===== config.mk =====
export PLATFORM = sky130hd
export DESIGN_NAME = clock_time_ctrl
export DESIGN_NICKNAME = d
export VERILOG_FILES = /design/src/rtl/clock_time_ctrl.sv
export SDC_FILE = /design/constraint.sdc
export NUM_CORES = 1
export LEC_CHECK = 0
export CAP_MARGIN = 0
export CELL_PAD_IN_SITES_DETAIL_PLACEMENT = 1
export CELL_PAD_IN_SITES_GLOBAL_PLACEMENT = 1
export CORE_ASPECT_RATIO = 0.7
export CORE_MARGIN = 2
export CORE_UTILIZATION = 47
export DETAILED_ROUTE_END_ITERATION = 8
export PLACE_DENSITY_LB_ADDON = 0.25
export RECOVER_POWER = 50
export SLEW_MARGIN = 20
export SYNTH_ARGS = -nofsm -noshare
export SYNTH_HDL_FRONTEND = slang
export SYNTH_HIERARCHICAL = 1
export SYNTH_SLANG_ARGS = --single-unit

===== constraint.sdc =====
create_clock -name clk -period 3 [get_ports clk]
set_input_delay 0.3 -clock clk [delete_from_list [all_inputs] [get_ports clk]]
set_output_delay 0.3 -clock clk [all_outputs]
set_load 0.02 [all_outputs]

===== src/rtl/clock_time_ctrl.sv =====
// clock_time_ctrl: MM:SS timekeeping and time-set controller.
//   Debounces the mode/up/down buttons, runs the RUN / SET_MIN / SET_SEC
//   FSM, owns the 1 Hz prescaler, the sec/min counters and the edit-field
//   blink phase.
// Ports:
//   clk, rst           system clock, synchronous active-high reset
//   btn_mode/up/down   raw asynchronous active-high buttons
//   sec, min           binary time, each 0..59
//   mode               00 RUN, 01 SET_MIN, 10 SET_SEC
//   tick_1hz           one-cycle pulse per elapsed second (RUN only)
//   blank_min/sec      blank request for the field being edited
// All outputs are registered.

// Per-button lane: 2-FF synchroniser, debounce counter, stable level and
// a one-cycle press pulse on the stable 0->1 transition.
module btn_deb #(
  parameter int DEB_CYCLES = 1250000
) (
  input  logic clk,
  input  logic rst,
  input  logic raw,
  output logic press
);
  localparam int CW = $clog2(DEB_CYCLES + 1);

  logic          s1, s2, stable;
  logic [CW-1:0] cnt;

  always_ff @(posedge clk) begin
    if (rst) begin
      s1     <= 1'b0;
      s2     <= 1'b0;
      stable <= 1'b0;
      cnt    <= '0;
      press  <= 1'b0;
    end else begin
      s1    <= raw;
      s2    <= s1;
      press <= 1'b0;
      if (s2 == stable) begin
        cnt <= '0;
      end else if (cnt == CW'(DEB_CYCLES - 1)) begin
        stable <= s2;
        cnt    <= '0;
        press  <= s2;  // only a rising stable level produces a press
      end else begin
        cnt <= cnt + 1'b1;
      end
    end
  end
endmodule

module clock_time_ctrl #(
  parameter int CLK_HZ     = 125000000,
  parameter int DEB_CYCLES = 1250000
) (
  input  logic       clk,
  input  logic       rst,
  input  logic       btn_mode,
  input  logic       btn_up,
  input  logic       btn_down,
  output logic [5:0] sec,
  output logic [5:0] min,
  output logic [1:0] mode,
  output logic       tick_1hz,
  output logic       blank_min,
  output logic       blank_sec
);
  localparam int PW   = (CLK_HZ > 1) ? $clog2(CLK_HZ) : 1;
  localparam int HALF = (CLK_HZ / 2 > 0) ? CLK_HZ / 2 : 1;
  localparam int HW   = (HALF > 1) ? $clog2(HALF) : 1;

  typedef enum logic [1:0] {
    RUN     = 2'b00,
    SET_MIN = 2'b01,
    SET_SEC = 2'b10
  } state_t;

  // press[0]=mode, press[1]=up, press[2]=down
  logic [2:0] press;

  btn_deb #(.DEB_CYCLES(DEB_CYCLES)) u_deb [2:0] (
    .clk  (clk),
    .rst  (rst),
    .raw  ({btn_down, btn_up, btn_mode}),
    .press(press)
  );

  state_t        st, st_n;
  logic [PW-1:0] pcnt, pcnt_n;
  logic [HW-1:0] bcnt, bcnt_n;
  logic          phase, phase_n;
  logic [5:0]    sec_n, min_n;
  logic          tick_n;
  logic          p_mode, p_up, p_dn;

  assign p_mode = press[0];
  // Simultaneous up+down cancel each other.
  assign p_up   = press[1] & ~press[2];
  assign p_dn   = press[2] & ~press[1];

  always_comb begin
    st_n    = st;
    sec_n   = sec;
    min_n   = min;
    pcnt_n  = pcnt;
    bcnt_n  = bcnt;
    phase_n = phase;
    tick_n  = 1'b0;
    case (st)
      RUN: begin
        if (p_mode) begin
          st_n    = SET_MIN;
          pcnt_n  = '0;
          bcnt_n  = '0;
          phase_n = 1'b0;
        end else if (pcnt == PW'(CLK_HZ - 1)) begin
          pcnt_n = '0;
          tick_n = 1'b1;
          if (sec != 6'd59) begin
            sec_n = sec + 6'd1;
          end else begin
            sec_n = 6'd0;
            min_n = (min == 6'd59) ? 6'd0 : min + 6'd1;
          end
        end else begin
          pcnt_n = pcnt + 1'b1;
        end
      end
      SET_MIN, SET_SEC: begin
        // Time is frozen while editing; prescaler parked at 0 so RUN
        // resumes with a full second.
        pcnt_n = '0;
        if (p_mode) begin
          st_n    = (st == SET_MIN) ? SET_SEC : RUN;
          bcnt_n  = '0;
          phase_n = 1'b0;
        end else begin
          if (bcnt == HW'(HALF - 1)) begin
            bcnt_n  = '0;
            phase_n = ~phase;
          end else begin
            bcnt_n = bcnt + 1'b1;
          end
          if (st == SET_MIN) begin
            if (p_up) min_n = (min == 6'd59) ? 6'd0  : min + 6'd1;
            if (p_dn) min_n = (min == 6'd0)  ? 6'd59 : min - 6'd1;
          end else begin
            if (p_up) sec_n = (sec == 6'd59) ? 6'd0  : sec + 6'd1;
            if (p_dn) sec_n = (sec == 6'd0)  ? 6'd59 : sec - 6'd1;
          end
        end
      end
      default: st_n = RUN;
    endcase
  end

  always_ff @(posedge clk) begin
    if (rst) begin
      st        <= RUN;
      sec       <= '0;
      min       <= '0;
      pcnt      <= '0;
      bcnt      <= '0;
      phase     <= 1'b0;
      tick_1hz  <= 1'b0;
      blank_min <= 1'b0;
      blank_sec <= 1'b0;
    end else begin
      st        <= st_n;
      sec       <= sec_n;
      min       <= min_n;
      pcnt      <= pcnt_n;
      bcnt      <= bcnt_n;
      phase     <= phase_n;
      tick_1hz  <= tick_n;
      // Blank flags are derived from next-state values so they stay
      // cycle-aligned with mode.
      blank_min <= (st_n == SET_MIN) & phase_n;
      blank_sec <= (st_n == SET_SEC) & phase_n;
    end
  end

  assign mode = st;
endmodule


==> results of run 1 <==
## metal layers
layer  part of all wire (%)  track usage (%)
met1                     51             37.0
met2                     44             39.2
met3                    3.7             5.06
met4                    1.2             7.33
met5                      0                0
## worst paths after layout
kind / slack (ns) / cells after the start / end
max reg2reg: 0.42 / 5 / u_deb[2]/cnt[9]
min reg2reg: 0.46 / 1 / u_deb[0]/s2
max: 0.42 / 5 / u_deb[2]/cnt[9]
min: 0.37 / 2 / bcnt[1]
## sequential cells by signal, summed over array words and instances, names as in the netlist, 3 cells and up
| name | flops |
|---|---|
| bcnt | 26 |
| min | 6 |
| pcnt | 27 |
| sec | 6 |
| u_deb/cnt | 63 |
| u_deb/press | 3 |
| u_deb/s1 | 3 |
| u_deb/s2 | 3 |
| u_deb/stable | 3 |
## cell families after synthesis
logic type	Yosys count
AOI/OAI and AO/OA	187
xor gates and xnor gates	59
adders and majority gates	16
buffers and inverters	75
DFF	146
muxes	10
and+or+nand+nor	453
## layout make-up
class                   count  area (um2)  share of cell area [%]
well taps                 225         282                    3.22
clock inverters            13         163                    1.86
multi-input cells         725        4500                    51.4
inverters                  37         139                    1.59
clock buffers              19         453                    5.18
flip-flops and latches    146        2920                    33.4
repair buffers             33         292                    3.33
## worst max-delay path: stages (launching register included)
cell	delay, ns
dfxtp_1	0.38
ha_1	0.20
nand3_1	0.33
or4_1	0.69
o21ai_2	0.68
nor2_1	0.14
## where the power goes
part | leakage (uW) | internal [uW] | total, uW | switching (uW)
sequential | 0.00118 | 1950 | 1970 | 17.9
clock | 0.000301 | 1300 | 2240 | 941
combinational | 0.00135 | 25.4 | 78.0 | 52.6
total | 0.00283 | 3280 | 4290 | 1010
## cell usage after synthesis (all sizes together) (4+ instances only)
| library cell | number |
|---|---|
| nor2b | 16 |
| xor2 | 8 |
| or3 | 15 |
| and4 | 6 |
| o41ai | 5 |
| nand4 | 43 |
| inv | 37 |
| nand3 | 53 |
| o31ai | 5 |
| mux2i | 9 |
| nand2b | 5 |
| or4 | 12 |
| a22o | 4 |
| and2 | 8 |
| and3 | 22 |
| o31a | 4 |
| o21ai | 45 |
| xnor2 | 51 |
| nor3b | 4 |
| nor3 | 34 |
| a21o | 5 |
| clkbuf | 23 |
| nand2 | 69 |
| or3b | 4 |
| a221o | 4 |
| o311ai | 4 |
| nand4bb | 5 |
| a31oi | 28 |
| o211ai | 5 |
| buf | 15 |
| nor2 | 114 |
| a211oi | 6 |
| a21oi | 46 |
| ha | 16 |
| dfxtp | 146 |
| nor4 | 32 |
## stage by stage
step | worst slack (ns) | power, uW
finish | 0.416 | 4290
floorplan | 0.667 | 2060
global route | 0.213 | 4430
detailed placement | 0.532 | 2090
CTS | 0.408 | 4320
global placement | 0.659 | 2090
==> flow_summary_export.csv, run 1 <==
group,metric,value,unit
routing,drtAntennaViolNets,0,
synth,synth_xor_area_share,6.61,%
hold_path,hold_path.class,"in -> reg",
clocking,numCtsBuffers,17,
timing,min_period,2.58,ns
synth,yosysSeqAreaShare,37.4,%
critical_path,worstPathArrival,2.86,ns
synth,synthMuxAreaShare,1.30,%
global_routing,grt_max_degree,30,
layout,drive_gt1_share,7.71,%
critical_path,required,3.28,ns
synth,synth.distinct_cells,73,
timing,fin_skew,0.00738,ns
pwr,power.leakage,0.00283,uW
layout,stdcell_count,1198,
clocking,ctsResizeCount,0,
timing,hold_violations,0,
synth,ys.flop_type,"dfxtp_1",
layout,fin_util,53.7,%
global_routing,grt_usage,25.7,%
pwr,ir_worst_vdd,0.254,mV
critical_path,cp_max_fo,19,
synth,ys_top_cells_by_area,"dfxtp_1 37%, xnor2_1 5.7%, nor2_1 5.5%",
synth,synth_seq_cells,146,
clocking,clk_latency,0.44,ns
critical_path,critPathLaunchType,"flop",
layout,final_nets,981,
layout,fin_area,0.00875,mm2
synth,synth_area_per_cell,8.26,um2
floorplanning,start_util,48.0,%
run,max_cap_violations,0,
clocking,cts_tree,"done",
placement,port_buffers,21,
clocking,clkTransAtPathRegs,0.07,ns
synth,synth_adder_area_share,2.56,%
timing,rsz0062_at_grt,"no",
synth,synth.largest_area_cell,"dfxtp_1",
clocking,root_buffer,"clkbuf_16",
timing,fmax,387,MHz
floorplanning,die-area,0.0177,mm2
synth,syn-num-nets,967,
timing,setup_viol,0,
synth,synth_compound_area_share,16.1,%
placement,dp_cells,1166,
clocking,htree_levels,4,
floorplanning,coreArea,0.0163,mm2
global_routing,grt_pass1_vias,7135,
critical_path,reg2reg_from,"u_deb[2]/cnt[0]",
clocking,cts_hold_buf,0,
routing,wire_per_inst,18.0,um
timing,relSlewSlack,26.8,%
global_routing,antenna_found_initial,0,
clocking,cts_buffer_depth,2,
timing,maxSlewViolCount,0,
routing,drtIter0Drc,407,
layout,layout_common_cells,"146 x dfxtp_1, 114 x nor2_1, 69 x nand2_1",
floorplanning,die_w,158,um
layout,n_antenna_cell,0,
routing,drt_first_pass_iters,4,
critical_path,worstSetupStartpoint,"u_deb[2]/cnt[0]",
synth,synthArstFlopShare,0,%
floorplanning,rows,39,
routing,routed_wl,21.6,mm
synth,synth_edf_count,0,
synth,synth_top_family_by_area,"simple AND/OR/NAND/NOR gates",
global_routing,grt_pass1_wl,36.7,mm
placement,place.gp.congestion,0.810,
timing,whs,0.370,ns
layout,syn2layout_area_growth,11.9,%
layout,n_fill_cell,2003,
routing,vias,7227,
critical_path,crit_type,"reg -> reg",
synth,yosys.area_share.simple,31.8,%
clocking,cts_sinks,146,
critical_path,cp-end-kind,"flop",
hold_path,holdCritStartpoint,"rst",
timing,tns,0,ns
routing,drc,0,
layout,final_common_cell,"dfxtp_1",
floorplanning,die_y,112,um
floorplanning,io_pins,22,
synth,postSynthCellCount,946,
placement,hpwl,14.7,mm
placement,placed_area,0.00821,mm2
run_status,status,"finished, final reports clean",
synth,ys.warnings.count,6,
synth,yosysTopAreaCellShare,37.4,%
pwr,powerDensity,490,mW/mm2
timing,tightestPinTransition,1.10,ns
timing,finalCritPeriodShare,86.1,%
clocking,cts_setup_buffers,0,
synth,synth_area,0.00782,mm2
routing,routed_via_density,6.03,
global_routing,grt_overflow,0,
No activity file was read; power rests on OpenSTA's default activity.
==> run 2, diff against run 1 <==
HOLD_SLACK_MARGIN = 0.03   (was not set)
RECOVER_POWER = 25   (was 50)
==> run 2 against run 1 <==
Against the previous run: clock skew up 0.00085 ns; first-iteration DRC count grew 0.25%; die area stayed put; sequential cell count is the same; cell count unchanged; sequential power is essentially flat; core utilization up 0.16 points; critical path depth increased by 2; sequential share of layout area is 0.10 points lower; total power about the same.
==> flow_summary_export.csv, run 2 (synthesis results as in run 1) <==
group,metric,value,unit
clocking,cts_setup_buffers,0,
timing,tns,0,ns
clocking,root_buffer,"clkbuf_16",
placement,hpwl,14.7,mm
floorplanning,coreArea,0.0163,mm2
timing,finalCritPeriodShare,84.9,%
critical_path,max_stage_delay,0.79,ns
layout,fin_area,0.00878,mm2
critical_path,cp_max_fo,15,
critical_path,worstSetupStartpoint,"mode[0]",
routing,route.met3.wl,726,um
routing,vias,7203,
global_routing,grt_pass1_wl,36.7,mm
global_routing,grt_usage,25.7,%
routing,routed_wl,21.6,mm
clocking,htree_levels,4,
run,max_cap_violations,0,
layout,syn2layout_area_growth,12.3,%
layout,layout_common_cells,"146 x dfxtp_1, 114 x nor2_1, 69 x nand2_1",
routing,wl_met2,9.56,mm
critical_path,cp_cell_sequence,"ha_1, inv_1, nand2_1, a211oi_2, buf_4, nand4_1, mux2i_1",
floorplanning,io_pins,22,
layout,fin_util,53.9,%
layout,stdcell_count,1198,
pwr,fin_total_pwr,4290,uW
critical_path,crit_buf_inv,2,
clocking,ctsResizeCount,0,
placement,place.gp.congestion,0.810,
placement,dp_cells,1166,
floorplanning,die_y,112,um
layout,drive_gt1_share,7.81,%
critical_path,reg2reg_from,"mode[0]",
critical_path,rr_worst_depth,7,
timing,maxSlewViolCount,0,
layout,reg_top3,"u_deb/cnt (63), pcnt (27), bcnt (26)",
critical_path,crit_type,"reg -> reg",
routing,m1WireLength,11.0,mm
critical_path,rrSetupSlack,0.45,ns
timing,min_period,2.55,ns
clocking,cts_sinks,146,
clocking,cts_tree,"done",
layout,top_register,"u_deb/cnt",
routing,drtAntennaViolNets,0,
pwr,powerDensity,489,mW/mm2
routing,drt_first_pass_iters,5,
global_routing,grt_max_degree,30,
floorplanning,die_w,158,um
hold_path,min_path_cells,2,
critical_path,required,3.36,ns
pwr,power.leakage,0.00284,uW
timing,tightestPinTransition,1.09,ns
critical_path,crit_slowest_cell,"a211oi_2",
timing,hold_violations,0,
critical_path,cpLargestDelayFamily,"compound AO/OA/AOI/OAI gates",
global_routing,grt_overflow,0,
routing,drc,0,
floorplanning,rows,39,
timing,relSlewSlack,27.5,%
clocking,cts_buffer_depth,2,
routing,wire_per_inst,18.0,um
floorplanning,die-area,0.0177,mm2
routing,drtIter0Drc,408,
timing,setup_viol,0,
hold_path,holdCritStartpoint,"rst",
layout,n_fill_cell,2002,
hold_path,hold_path.class,"in -> reg",
global_routing,grt_pass1_vias,7135,
run_status,status,"finished, final reports clean",
clocking,clkTransAtPathRegs,0.07,ns
layout,final_nets,981,
critical_path,cp-end-kind,"flop",
routing,highest_layer,"met4",
clocking,cts_hold_buf,0,
pwr,ir_worst_vdd,0.256,mV
floorplanning,start_util,48.0,%
timing,fmax,393,MHz
timing,fin_skew,0.00824,ns
global_routing,antenna_found_initial,0,
clocking,numCtsBuffers,17,
layout,n_antenna_cell,0,
critical_path,worstPathArrival,2.91,ns
routing,routed_via_density,6.01,
clocking,clk_latency,0.44,ns
critical_path,crit_cells,7,
layout,final_common_cell,"dfxtp_1",
layout,largest_reg_flops,63,
critical_path,critPathLaunchType,"flop",
placement,placed_area,0.00821,mm2
placement,port_buffers,21,
timing,rsz0062_at_grt,"no",
-- run 2: stage by stage --
stage | setup slack [ns] | hold WS, ns
finish | 0.454 | 0.373
global route | 0.213 | 0.388
CTS | 0.408 | 0.372
detailed placement | 0.532 | 0.444
global placement | 0.659 | 0.415
floorplan | 0.667 | 0.372
-- run 2: worst paths after layout --
| path | end |
|---|---|
| worst max-delay path | pcnt[14] |
| worst min-delay path | bcnt[1] |
| worst max register to register | pcnt[14] |
| worst min register to register | u_deb[0]/s2 |
-- run 2: power by group --
group          internal (uW)  switching [uW]  leakage [uW]
registers               1950            17.9       0.00118
logic                   25.9            52.9       0.00136
clock network           1300             941      0.000301
total                   3280            1010       0.00284
-- run 2: final cells by class --
cell class,count,area [um2],area share [%]
Multi-Input combinational cell,725,4530,51.6
Sequential cell,146,2920,33.3
Clock inverter,13,163,1.85
Inverter,37,139,1.58
Clock buffer,19,453,5.16
Tap cell,225,282,3.21
Timing Repair Buffer,33,292,3.32
-- run 2: routing by layer --
metal / vias up / GRT usage [%]
met3: 22 / 5.06
met1: 3563 / 37.0
met4: 0 / 7.33
met2: 105 / 39.2
li1: 3513 / -
met5: - / 0
-- run 2: worst register-to-register path: stages, from the launching register on --
cell	delay, ns
dfxtp_1	0.36
ha_1	0.38
inv_1	0.22
nand2_1	0.09
a211oi_2	0.79
buf_4	0.33
nand4_1	0.14
mux2i_1	0.17
